===== src/rtl/fifo_sc_prog.sv =====
// Single-clock FIFO with programmable almost-full/almost-empty levels and sticky error flags.
// Selectable read path: first-word-fall-through (FWFT=1) or registered output (FWFT=0).
module fifo_sc_prog #(
    parameter int DATA_WIDTH = 16,
    parameter int ADDR_WIDTH = 4,
    parameter int AF_THRESH  = 12,
    parameter int AE_THRESH  = 4,
    parameter bit FWFT       = 1'b1
) (
    input  logic                  clk,
    input  logic                  reset,
    input  logic [DATA_WIDTH-1:0] data_in,
    input  logic                  wen,
    input  logic                  ren,
    input  logic                  clr_err,
    output logic [DATA_WIDTH-1:0] data_out,
    output logic                  rd_valid,
    output logic [ADDR_WIDTH:0]   count,
    output logic                  empty,
    output logic                  full,
    output logic                  almost_empty,
    output logic                  almost_full,
    output logic                  overflow,
    output logic                  underflow
);

    localparam int DEPTH = 1 << ADDR_WIDTH;
    localparam int CW    = ADDR_WIDTH + 1;
    localparam logic [ADDR_WIDTH:0] FULL_LVL = CW'(DEPTH);
    localparam logic [ADDR_WIDTH:0] AF_LVL   = CW'(AF_THRESH);
    localparam logic [ADDR_WIDTH:0] AE_LVL   = CW'(AE_THRESH);

    logic [DATA_WIDTH-1:0] mem_q [DEPTH];
    logic [ADDR_WIDTH-1:0] wrPtr_q, wrPtr_d;
    logic [ADDR_WIDTH-1:0] rdPtr_q, rdPtr_d;
    logic [ADDR_WIDTH:0]   count_q, count_d;
    logic                  overflow_q, overflow_d;
    logic                  underflow_q, underflow_d;
    logic                  wenAcc, renAcc;

    // Flags look only at the registered count, so they never react combinationally to wen/ren.
    assign empty        = (count_q == '0);
    assign full         = (count_q == FULL_LVL);
    assign almost_empty = (count_q <= AE_LVL);
    assign almost_full  = (count_q >= AF_LVL);
    assign count        = count_q;
    assign overflow     = overflow_q;
    assign underflow    = underflow_q;

    assign wenAcc = wen & ~full;
    assign renAcc = ren & ~empty;

    always_comb begin
        wrPtr_d = wrPtr_q;
        rdPtr_d = rdPtr_q;
        count_d = count_q;
        if (wenAcc) wrPtr_d = wrPtr_q + 1'b1;
        if (renAcc) rdPtr_d = rdPtr_q + 1'b1;
        case ({wenAcc, renAcc})
            2'b10:   count_d = count_q + 1'b1;
            2'b01:   count_d = count_q - 1'b1;
            default: count_d = count_q;
        endcase
        // Setting takes priority over a simultaneous clr_err.
        overflow_d  = (overflow_q  & ~clr_err) | (wen & full);
        underflow_d = (underflow_q & ~clr_err) | (ren & empty);
    end

    always_ff @(posedge clk or posedge reset) begin
        if (reset) begin
            wrPtr_q     <= '0;
            rdPtr_q     <= '0;
            count_q     <= '0;
            overflow_q  <= 1'b0;
            underflow_q <= 1'b0;
        end else begin
            wrPtr_q     <= wrPtr_d;
            rdPtr_q     <= rdPtr_d;
            count_q     <= count_d;
            overflow_q  <= overflow_d;
            underflow_q <= underflow_d;
        end
    end

    // Storage is deliberately left out of reset so it can map onto plain RAM.
    always_ff @(posedge clk) begin
        if (wenAcc) mem_q[wrPtr_q] <= data_in;
    end

    if (FWFT) begin : gFwft
        assign data_out = mem_q[rdPtr_q];
        assign rd_valid = 1'b0;
    end else begin : gReg
        logic [DATA_WIDTH-1:0] dout_q;
        logic                  rdValid_q;

        always_ff @(posedge clk or posedge reset) begin
            if (reset) begin
                dout_q    <= '0;
                rdValid_q <= 1'b0;
            end else begin
                rdValid_q <= renAcc;
                if (renAcc) dout_q <= mem_q[rdPtr_q];
            end
        end

        assign data_out = dout_q;
        assign rd_valid = rdValid_q;
    end

endmodule


===== config.mk =====
export PLATFORM = sky130hd
export DESIGN_NAME = fifo_sc_prog
export DESIGN_NICKNAME = d
export VERILOG_FILES = /design/src/rtl/fifo_sc_prog.sv
export SDC_FILE = /design/constraint.sdc
export NUM_CORES = 1
export LEC_CHECK = 0
export ABC_AREA = 1
export CAP_MARGIN = 15
export CELL_PAD_IN_SITES_DETAIL_PLACEMENT = 1
export CELL_PAD_IN_SITES_GLOBAL_PLACEMENT = 2
export CORE_ASPECT_RATIO = 1.1
export CORE_MARGIN = 8
export CORE_UTILIZATION = 42
export CTS_CLUSTER_DIAMETER = 60
export CTS_CLUSTER_SIZE = 30
export DETAILED_ROUTE_END_ITERATION = 10
export GPL_ROUTABILITY_DRIVEN = 0
export PLACE_DENSITY = 0.81
export SLEW_MARGIN = 20
export SYNTH_ARGS = -nofsm -noshare
export SYNTH_HDL_FRONTEND = slang
export SYNTH_SLANG_ARGS = --single-unit

===== constraint.sdc =====
create_clock -name clk -period 2.8 [get_ports clk]
set_input_delay 0.56 -clock clk [delete_from_list [all_inputs] [get_ports clk]]
set_output_delay 0.56 -clock clk [all_outputs]
set_load 0.02 [all_outputs]

==> flow_summary.toml, run 1 <==
[pwr]
irDropWorstVdd_uv = 646.9
seq_power_share_pct = 35.4
p_leak_uw = 0.004823
powerDensity_mw_per_mm2 = 1087
pwr-share-comb_pct = 42.9
internal_power_uw = 8716
finalPower_uw = 14500
clockPowerShare_pct = 21.7
sw_frac_of_total_pct = 39.89
p_switching_uw = 5784

[layout]
drive_above_1_share_pct = 15.58
area_delta_synth_final_pct = 20.21
layout.nets = 1041
n_antenna_cell = 0
fin_util_pct = 51.17
stdcell_count = 1379

[logic_synthesis]
synth_ff_type = "edfxtp_1"
synth-seq-area-share_pct = 72.67
yosys_warnings = 0
ys_top_cells_by_area = "edfxtp_1 69%, nand2_1 7.5%, nor2_1 3.7%"
syn_area_mm2 = 0.01110
synth_nets = 953
synth_seq_cells = 271
synthCells = 924
yosysTopAreaCell = "edfxtp_1"
async_reset_ff_share_pct = 5.535
synth_edf_count = 256
yosysMostFrequentCell = "edfxtp_1"
avgSynthCellArea_um2 = 12.01
synth.top_cell.area_share_pct = 69.28
synth_cell_types = 27
synth_common_cells = "256 x edfxtp_1, 222 x nand2_1, 108 x nor2_1"

[outcome]
status = "complete, no violations"

[clocking]
htreeDepth = 1
hold_buffers = 0
path_clk_slew_ps = 80
ctsRootBufferMaster = "clkbuf_16"
clock_path_buffers = 3
clock_latency_ps = 530
cts_tree = "yes"
numCtsBuffers = 21
cts.sinks = 271

[die]
row_count = 62
start_util_pct = 42.57
core-area_mm2 = 0.02607
die-area_mm2 = 0.03188
io_pins = 49
die_w_um = 171.0
die-height_um = 186.5

[setup_path]
critical_path.top_delay_family = "flip-flops"
rrSetupSlack_ps = 540
required_ps = 2240
cp.arrival_ps = 2190
max_stage_delay_ps = 610
slowest_stage = "dfrtp_4"
critPathCaptureType = "output port"
path_buf_inv = 3
critPathMaxFanout = 9
crit_chain = "buf_6 > buf_16 > nor2_1 > o211ai_1 > nand2_1 > nand2_1 > buf_6"
startpoint_type = "flip-flop"
crit_type = "reg2out"

[global_routing]
grt_pass1_vias = 7914
grt_start_max_net_pins = 38
grt_pass1_wl_mm = 48.69
grt_usage_pct = 20.43
antenna_found_initial = 0
overflow = 0

[placement]
place_inst = 1331
numPortBuffers = 47
dp_hpwl_mm = 18.81

[flow_run]
maxCapViolations = 0

[sta]
hold_violations = 0
finalMaxSlewViolations = 0
setup_viol = 0
relSlewSlack_pct = 52.65
worst_pin_slew_ps = 709.5
period_share_pct = 98.07
max_freq_ghz = 0.3642
hold-worst-slack_ps = 443.9
finalClockSkew_ps = 17.77
finalCriticalPeriod_ps = 2746
rsz0062_at_grt = "true"

[route]
viasPerCell = 5.447
firstDrtPassIters = 5
wl_per_cell_um = 23.62
drc = 0
routed_wl_mm = 32.57
drtIter0Drc = 579
ant_nets = 0
vias = 7512

[min_path]
min_path_type = "in2async"
[sequential cells by signal, indices dropped and copies added (netlist names)]
name / cells
overflow: 1
rdPtr_q: 4
count: 5
mem_q: 256
underflow: 1
wrPtr_q: 4
[final timing paths]
check	from	to	cells past startpoint
hold / removal	reset	rdPtr_q[0]	2
hold reg to reg	underflow	underflow	2
setup / recovery	rdPtr_q[0]	data_out[4]	7
min in group clk	underflow	underflow	2
setup reg to reg	count[0]	count[4]	16
max in group asynchronous	reset	rdPtr_q[0]	2
[kinds of logic after synthesis]
kind of cell,Yosys count,synth area share [%]
flops,271,72.67
buf+inv,90,4.082
simple gates,375,13.28
xor+xnor,7,0.5526
other cells,1,0.03380
compound gates,172,8.480
fa+ha+maj,8,0.9022
[timing repair]
item / in CTS / in global routing
gates resized for setup: 84 / 48
endpoints found under the setup margin: 16 / 16
hold endpoints to repair: 0 / 0
pin swaps: 3 / 7
buffers inserted: 0 / 3
cloned: 5 / 2
[cells in the final DEF, fill, tap and decap left out, types with 2 or more instances in the layout]
cell type,instances
nor2_2,17
buf_2,6
clkinv_1,3
clkbuf_1,2
a21oi_2,13
inv_12,2
nand4_1,2
nand3_1,40
buf_12,8
nor2_4,2
inv_1,39
clkinv_4,2
o211ai_1,31
buf_4,47
o21ai_1,13
xnor2_1,2
clkbuf_16,23
nand2_2,8
xor2_1,5
o21ai_0,62
ha_1,8
nor2_1,90
buf_6,9
clkinv_8,4
dfrtp_1,14
nand2_1,215
clkdlybuf4s50_1,31
edfxtp_1,256
inv_6,3
buf_16,8
a21oi_1,50
[through the flow]
stage | cell area [um2] | TNS [ps] | setup WS [ps]
final | 13340 | 0 | 54.02
after global routing | 13340 | -137.0 | -47.23
after CTS | 13170 | -268.8 | -81.80
after detailed placement | 12300 | 0 | 112.9
after global placement | 12300 | 0 | 158.2
after floorplan | 11100 | 0 | 605.8
[layout make-up]
type                            count  area (um2)
Tap cell                          352       440.4
Sequential cell                   271        8066
Clock buffer                       23       533.0
Timing Repair inverter              1       6.256
Multi-Input combinational cell    563        2708
Clock inverter                     15       181.4
Timing Repair Buffer              112        1232
Inverter                           42       170.2
Fill cell                        2720       12730
[power groups by stage]
stage / Clock [uW] / Sequential [uW] / Combinational [uW]
finish: 3150 / 5130 / 6230
global route: 3330 / 5170 / 6780
CTS: 3190 / 5130 / 5950
detailed placement: 0 / 5180 / 5660
global placement: 0 / 5160 / 5560
floorplan: 0 / 5160 / 3260
[per-layer routing]
layer / up-vias / GRT usage, % / wire length (um)
met4: 0 / 6.662 / 849
met3: 50 / 2.449 / 1531
met2: 210 / 34.33 / 16230
met1: 3839 / 27.04 / 13960
met5: - / 0 / 0
li1: 3413 / - / -
[worst reg2reg max path: stages, from the launching register on]
cell,delay [ps]
dfrtp_1,440
nor2_1,240
nand4_1,160
nand2_1,120
inv_1,60
ha_1,220
nand2_1,80
inv_1,50
nor2_1,130
ha_1,160
inv_1,40
nand2_1,100
nand3_1,120
nand2_1,80
nand2_1,40
nand3_1,70
nand2_1,50
Note: power is estimated with default switching activity, not from simulation.
==> run 2: changes to the inputs <==
--- a/config.mk
+++ b/config.mk
@@ -16,6 +16,7 @@
 export CTS_CLUSTER_SIZE = 30
 export DETAILED_ROUTE_END_ITERATION = 10
 export GPL_ROUTABILITY_DRIVEN = 0
+export GPL_TIMING_DRIVEN = 0
 export PLACE_DENSITY = 0.81
 export SLEW_MARGIN = 20
 export SYNTH_ARGS = -nofsm -noshare
==> run 2 against run 1 <==
  * Sequential share of layout area increased by 0.44 points
  * Core utilization is 0.38 points lower
  * Hold slack worse by 3.3 ps
  * Count of clock-buffer cells in the layout fell by 4
  * First-iteration DRC count is 12% lower
  * Sequential power shrank 1%
  * Die area unchanged
  * Largest power group unchanged
==> flow_summary.toml, run 2 (same netlist as run 1, synthesis figures left out) <==
[global_routing]
grt_usage_pct = 20.73
grt_start_max_net_pins = 30
overflow = 0
grt_pass1_vias = 7877
antenna_found_initial = 0
grt_pass1_wl_mm = 48.95

[layout]
layout.nets = 1040
multiInputGateArea_mm2 = 0.002733
area_delta_synth_final_pct = 19.31
n_antenna_cell = 0
regMostFlops = "mem_q"
final-seq-area_mm2 = 0.008064
layout_commonest_cell = "edfxtp_1"
stdcell_count = 1376
fill_cells = 2714
drive_above_1_share_pct = 16.11
mostFrequentLayoutCells = "256 x edfxtp_1, 219 x nand2_1, 83 x nor2_1, 68 x o21ai_0, 52 x a21oi_1"
largest_register_ffs = 256

[setup_path]
critPathCaptureType = "output port"
max_stage_delay_ps = 420
slowest_stage = "o211ai_1"
required_ps = 2240
startpoint_type = "flip-flop"
crit_type = "reg2out"
critical_path.top_delay_family = "buffers and inverters"
path_buf_inv = 4
cp.arrival_ps = 2230
crit_chain = "buf_6 > inv_6 > buf_12 > o21ai_1 > o211ai_1 > nand2_1 > nand2_2 > buf_6"
critPathMaxFanout = 10
path_common_cell = "buf_6"

[route]
wl_met3_mm = 1.601
vias = 7446
wl_per_cell_um = 24.08
drc = 0
firstDrtPassIters = 5
routed_wl_mm = 33.14
wl_met2_mm = 16.81
m1WireLength_mm = 13.82
viasPerCell = 5.411
drtIter0Drc = 510
highest_layer = "met4"
ant_nets = 0

[clocking]
path_clk_slew_ps = 90
cts.sinks = 271
htreeDepth = 1
clock_latency_ps = 530
ctsRootBufferMaster = "clkbuf_16"
numCtsBuffers = 19
cts_tree = "yes"
hold_buffers = 0
clock_path_buffers = 3

[die]
start_util_pct = 42.57
die-height_um = 186.5
core-area_mm2 = 0.02607
die_w_um = 171.0
die-area_mm2 = 0.03188
io_pins = 49
row_count = 62

[sta]
max_freq_ghz = 0.3581
setup_viol = 0
rsz0062_at_grt = "true"
layout_setup_ws_ps = 7.176
relSlewSlack_pct = 37.51
finalMaxSlewViolations = 0
finalClockSkew_ps = 13.34
worst_pin_slew_ps = 934.4
hold_violations = 0
finalCriticalPeriod_ps = 2793
period_share_pct = 99.74

[outcome]
status = "complete, no violations"

[placement]
place_ws_ps = -295.3
numPortBuffers = 47
place_inst = 1339
dp_hpwl_mm = 22.65

[flow_run]
maxCapViolations = 0

[min_path]
min_path_type = "in2async"

[pwr]
p_leak_uw = 0.004777
powerDensity_mw_per_mm2 = 1087
irDropWorstVdd_uv = 650.6
==> run 2: changes by cell type in the layout (fill, tap and decap cells not counted), sizes merged <==
cell / change
buf: -9
bufinv: -1
clkbuf: +3
clkdlybuf4s15: +4
clkdlybuf4s50: -1
clkinv: -5
dlymetal6s2s: +1
inv: +5
==> run 2: stage by stage <==
| step | total power (uW) | utilization, % | cell area [um2] | setup TNS (ps) | hold slack [ps] |
|---|---|---|---|---|---|
| detailed placement | 11060 | 47.08 | 12270 | -2480 | 519.6 |
| CTS | 14290 | 50.44 | 13150 | -102.7 | 446.4 |
| global placement | 10830 | 46.06 | 12010 | -143180 | 514.7 |
| finish | 14390 | 50.79 | 13240 | 0 | 440.6 |
| floorplan | 8424 | - | 11100 | 0 | 461.5 |
| global route | 15160 | 50.79 | 13240 | -305.0 | 512.3 |
==> run 2: where the power goes <==
group / switching [uW] / internal, uW / leakage (uW) / total [uW]
Combinational: 4200 / 2170 / 0.00197 / 6370
Sequential: 185 / 4890 / 0.00249 / 5070
Clock: 1590 / 1360 / 0.000313 / 2950
==> run 2: layout make-up <==
class	count	area share [%]
well taps	352	3.327
repair buffers	66	5.170
clock buffers	19	3.592
flip-flops and latches	271	60.92
inverters	42	1.276
plain buffers	48	3.847
clock inverters	15	1.229
multi-input cells	563	20.64
==> run 2: per-layer routing <==
metal  GRT usage (%)  vias to the layer above
met2           35.46                      194
li1                -                     3407
met1           26.47                     3800
met5               0                        -
met4           7.097                        0
met3           2.850                       45
==> run 2: timing repair <==
action	4_1_cts	5_1_grt
setup endpoints to repair	16	17
buffers inserted	0	2
pin swaps	14	13
resized for setup	143	34
gates cloned	0	1
==> run 2: final timing paths <==
| check | startpoint | end | slack (ps) | cells after the start |
|---|---|---|---|---|
| setup / recovery | rdPtr_q[0] | data_out[1] | 7 | 8 |
| min in group clk | underflow | underflow | 530 | 2 |
| max in group asynchronous | reset | rdPtr_q[2] | 1870 | 2 |
| hold / removal | reset | wrPtr_q[0] | 440 | 2 |
| setup reg to reg | count[0] | count[4] | 270 | 16 |
| hold reg to reg | underflow | underflow | 530 | 2 |
